<file path="config.mk">
export PLATFORM = sky130hd
export DESIGN_NAME = fifo_stream_reader
export DESIGN_NICKNAME = d
export VERILOG_FILES = /design/src/rtl/fifo_stream_reader.sv
export SDC_FILE = /design/constraint.sdc
export NUM_CORES = 1
export LEC_CHECK = 0
export BUFFER_PORTS_ARGS = -buffer_cell sky130_fd_sc_hd__buf_4
export CORE_MARGIN = 2
export CORE_UTILIZATION = 56
export CTS_BUF_LIST = sky130_fd_sc_hd__clkbuf_4 sky130_fd_sc_hd__clkbuf_8
export DETAILED_ROUTE_END_ITERATION = 8
export PLACE_DENSITY = 0.82
export RECOVER_POWER = 100
export SLEW_MARGIN = 20
export SYNTH_ARGS = -nofsm -noshare
export SYNTH_HDL_FRONTEND = slang
export SYNTH_SLANG_ARGS = --single-unit
</file>
<file path="constraint.sdc">
create_clock -name clk -period 2.3 [get_ports clk]
set_input_delay 0.115 -clock clk [delete_from_list [all_inputs] [get_ports clk]]
set_output_delay 0.115 -clock clk [all_outputs]
set_load 0.05 [all_outputs]
</file>
<file path="src/rtl/fifo_stream_reader.sv">
// Read-side adapter for synch_FIFO: absorbs the FIFO's registered read latency,
// buffers two words and presents a burst-framed valid/ready stream.
// Optional macro FIFO_STREAM_READER_PARITY_EN adds m_parity (even parity of m_data).
//
// Buffer occupancy (count, inflight adds a pending word on top):
//   state   | meaning
//   0       | no word held, m_valid low, m_data keeps last value
//   1       | head word in slot0
//   2       | slot0 head, slot1 next; reads stop unless a pop frees room
module fifo_stream_reader #(
    parameter int DATA_WIDTH = 8,
    parameter int BURST_LEN  = 4,
    parameter int CNT_WIDTH  = 16
) (
    input  logic                  clk,
    input  logic                  rst,
    input  logic                  fifo_empty,
    output logic                  fifo_rd_en,
    input  logic [DATA_WIDTH-1:0] fifo_data,
    output logic                  m_valid,
    input  logic                  m_ready,
    output logic [DATA_WIDTH-1:0] m_data,
    output logic                  m_last,
    output logic [CNT_WIDTH-1:0]  words_out
`ifdef FIFO_STREAM_READER_PARITY_EN
    ,
    output logic                  m_parity
`endif
);

    localparam int BEAT_W = (BURST_LEN > 1) ? $clog2(BURST_LEN) : 1;
    localparam logic [BEAT_W-1:0] LAST_BEAT = BEAT_W'(BURST_LEN - 1);

    logic [1:0]            count;
    logic                  inflight;
    logic [BEAT_W-1:0]     beat_idx;
    logic [DATA_WIDTH-1:0] slot0;
    logic [DATA_WIDTH-1:0] slot1;
    logic                  pop;
    logic [2:0]            occ;

    assign m_valid = (count != 2'd0);
    assign m_data  = slot0;
    assign pop     = m_valid & m_ready;
    assign m_last  = m_valid & (beat_idx == LAST_BEAT);

    // Occupancy after this edge, counting the word already on its way from the FIFO.
    assign occ        = {1'b0, count} + {2'b00, inflight} - {2'b00, pop};
    assign fifo_rd_en = rst & ~fifo_empty & (occ < 3'd2);

    always_ff @(posedge clk or negedge rst) begin
        if (!rst) begin
            inflight  <= 1'b0;
            beat_idx  <= '0;
            words_out <= '0;
        end else begin
            inflight <= fifo_rd_en;
            if (pop) begin
                words_out <= words_out + CNT_WIDTH'(1);
                beat_idx  <= (beat_idx == LAST_BEAT) ? '0 : beat_idx + BEAT_W'(1);
            end
        end
    end

    // slot0 only shifts when a second word exists, so m_data holds while empty.
    always_ff @(posedge clk or negedge rst) begin
        if (!rst) begin
            count <= 2'd0;
            slot0 <= '0;
            slot1 <= '0;
        end else begin
            case ({inflight, pop})
                2'b10: begin
                    if (count == 2'd0) slot0 <= fifo_data;
                    else               slot1 <= fifo_data;
                    count <= count + 2'd1;
                end
                2'b01: begin
                    if (count == 2'd2) slot0 <= slot1;
                    count <= count - 2'd1;
                end
                2'b11: begin
                    if (count == 2'd2) begin
                        slot0 <= slot1;
                        slot1 <= fifo_data;
                    end else begin
                        slot0 <= fifo_data;
                    end
                end
                default: ;
            endcase
        end
    end

`ifdef FIFO_STREAM_READER_PARITY_EN
    logic par0;
    logic par1;
    logic cap_par;

    assign cap_par  = ^fifo_data;
    assign m_parity = par0;

    always_ff @(posedge clk or negedge rst) begin
        if (!rst) begin
            par0 <= 1'b0;
            par1 <= 1'b0;
        end else begin
            case ({inflight, pop})
                2'b10: begin
                    if (count == 2'd0) par0 <= cap_par;
                    else               par1 <= cap_par;
                end
                2'b01: begin
                    if (count == 2'd2) par0 <= par1;
                end
                2'b11: begin
                    if (count == 2'd2) begin
                        par0 <= par1;
                        par1 <= cap_par;
                    end else begin
                        par0 <= cap_par;
                    end
                end
                default: ;
            endcase
        end
    end
`endif

endmodule

</file>
==> flow_summary.json <==
{
  "dp_hpwl_mm": 2.63,
  "num_antenna_cells": 0,
  "drc": 0,
  "seqPwrFrac_pct": 33.5,
  "cp.arrival_ns": 2.14,
  "syn-cell-area_mm2": 0.00184,
  "power_frac_comb_pct": 51.5,
  "critPathKind": "reg -> out",
  "cp.required_ns": 2.18,
  "synth-edff-count": 0,
  "hold_class": "in -> reg",
  "wire_per_inst_um": 15.5,
  "post-place-ws_ns": 0.288,
  "worst_hold_slack_ns": 0.00629,
  "grt_use_met2_pct": 38.6,
  "cts_buffers": 5,
  "final_util_pct": 71.7,
  "clock_latency_ns": 0.35,
  "dpl_cell_area_mm2": 0.00221,
  "clk_pin_slew_ns": 0.11,
  "synth_commonest_cells": "dfrtp_1, nand2_1, xnor2_1",
  "power.total_mw": 3.23,
  "core_mm2": 0.00310,
  "vias": 1255,
  "clock_skew_ns": 0.0136,
  "reg2reg_depth": 8,
  "synth_cells": 143,
  "synth_top_area_share_pct": 50.2,
  "cts_max_path_buffers": 2,
  "antenna_found_initial": 0,
  "timing.final.crit_share_pct": 98.1,
  "final_nets": 215,
  "grt-ovfl-total": 0,
  "grtUsageMet3_pct": 5.46,
  "drive_above_1_share_pct": 24.5,
  "whs_path_depth": 2,
  "reg2reg_to": "m_data[3]",
  "cts_tree": "done",
  "fin_area_mm2": 0.00222,
  "die_width_um": 61.4,
  "syn_avg_cell_area_um2": 12.9,
  "grt_max_degree": 38,
  "crit_fanout": 3,
  "hp-start": "fifo_data[3]",
  "rows": 20,
  "synth.distinct_cells": 33,
  "rsz0062_at_grt": "true",
  "die_height_um": 61.4,
  "portBuffers": 38,
  "drt_iter0_drc": 48,
  "ant_nets": 0,
  "critPathCaptureType": "output pin",
  "finalSetupTns_ns": 0,
  "vdd_drop_max_mv": 0.811,
  "synth_warnings": 0,
  "slew_headroom_pct": 39.2,
  "p_leak_nw": 1.02,
  "synth_area_leader_cell": "dfrtp_1",
  "viasPerCell": 5.23,
  "p_per_area_mw_per_mm2": 1450,
  "area_growth_pct": 20.6,
  "internal_power_mw": 1.76,
  "gp_congestion": 0.840,
  "ys_seq_area_share_pct": 50.2,
  "gr-usage-all-layers_pct": 22.4,
  "synthFlopType": "dfrtp_1",
  "status": "completed",
  "io_pins": 39,
  "p_switching_mw": 1.48,
  "report.final.slew_viol_count": 0,
  "firstDrtPassIters": 4,
  "worst_pin_slew_ns": 0.912,
  "holdPathEnd": "slot1[3]",
  "use_met1_pct": 26.5,
  "fmax_ghz": 0.443,
  "reg2reg_slack_ns": 0.12,
  "grt.busiest_layer": "met2",
  "grt_pass1_vias": 1293,
  "critPathLaunchType": "register",
  "layout_setup_ws_ns": 0.0447,
  "dp.cells": 225,
  "r2r_start": "count[0]",
  "routed_wl_mm": 3.72,
  "synthArstFlopShare_pct": 100,
  "instances_no_fill": 240,
  "fin_crit_ns": 2.26,
  "ys_top_cells_by_area": "dfrtp_1, mux2_4, xnor2_1",
  "max-cap-violations": 0,
  "ys_seq_elements": 37,
  "hold_viol": 0,
  "cts_sinks": 37,
  "finalSetupViolations": 0,
  "cts_max_level": 2,
  "pwr-share-clk_pct": 15.0,
  "cts_root_buf": "clkbuf_4",
  "p_sw_share_pct": 45.7,
  "initial_core_util_pct": 59.4,
  "grt_pass1_wl_mm": 5.96,
  "yosysMostFrequentCell": "dfrtp_1",
  "die-area_mm2": 0.00377,
  "synthesis.nets": 163
}
[power groups by stage]
stage | sequential (mW) | clock (mW) | combinational [mW]
2_1_floorplan | 1.47 | 0 | 1.03
3_3_place_gp | 1.08 | 0 | 1.79
3_5_place_dp | 1.10 | 0 | 1.84
4_1_cts | 1.09 | 0.494 | 1.87
5_1_grt | 1.11 | 0.526 | 1.79
6_report | 1.08 | 0.484 | 1.67
[routing by layer]
metal	up-vias	routed length (um)
li1	603	-
met1	622	1630
met2	24	1910
met3	6	140
met4	0	40
met5	-	0
[cell families after synthesis]
kind of cell	after synthesis	synth area share, %
AO/OA/AOI/OAI	14	7.53
XOR/XNOR	19	9.02
adder cells (fa/ha/maj)	8	5.83
buffers and inverters	8	3.05
flip-flops	37	50.2
multiplexers	17	11.9
AND/OR/NAND/NOR	40	12.4
[cell usage in the layout (no fill, tap or decap), types with 5 or more instances in the layout]
cell type | synthesis | final
dfrtp_1 | 37 | 37
clkbuf_1 | 0 | 26
buf_4 | 1 | 15
nand2_1 | 15 | 13
xnor2_1 | 12 | 12
a22o_1 | 8 | 8
mux2_2 | 8 | 8
mux2_1 | 0 | 8
xor2_1 | 7 | 6
clkbuf_4 | 0 | 6
dlygate4sd3_1 | 0 | 6
nand3_1 | 5 | 5
ha_1 | 7 | 5
[critical path, stage by stage, from the launching register on]
cell,delay (ns)
dfrtp_1,0.41
inv_1,0.12
ha_4,0.30
nand2_2,0.05
fa_2,0.53
nand2_2,0.06
nor3_4,0.13
buf_6,0.18
[how the worst max path moves through the flow]
stage / endpoint / depth (start not counted) / from / slack [ns]
after global placement: fifo_rd_en / 7 / count[0] / 0.37
final: fifo_rd_en / 7 / inflight / 0.04
after detailed placement: slot1[6] / 5 / count[0] / 0.29
after floorplan: inflight / 8 / count[1] / -0.01
after CTS: fifo_rd_en / 7 / count[1] / 0.006
after global routing: fifo_rd_en / 7 / count[0] / -0.06
[flip-flops by register name, summed over array words and instances (netlist names)]
name and count:
words_out 16, beat_idx 2, slot1 8, count 2
m_data 8, inflight 1
[final cells by class]
class                      instances  area (um^2)
tap                               44         55.1
multi-input combinational         98          850
fill                             256          880
inverter                           4         17.5
clock inverter                     1         30.0
sequential                        37          926
timing repair buffer              49          287
clock buffer                       7         58.8
[repair_timing]
action                                  4_1_cts  5_1_grt
setup buffers                                 1        0
endpoints found under the setup margin        1        1
hold endpoints to repair                     41        1
hold buffers                                  5        1
pin swaps                                     2        2
resized for setup                             2        1
Note: power is estimated with default switching activity, not from simulation.
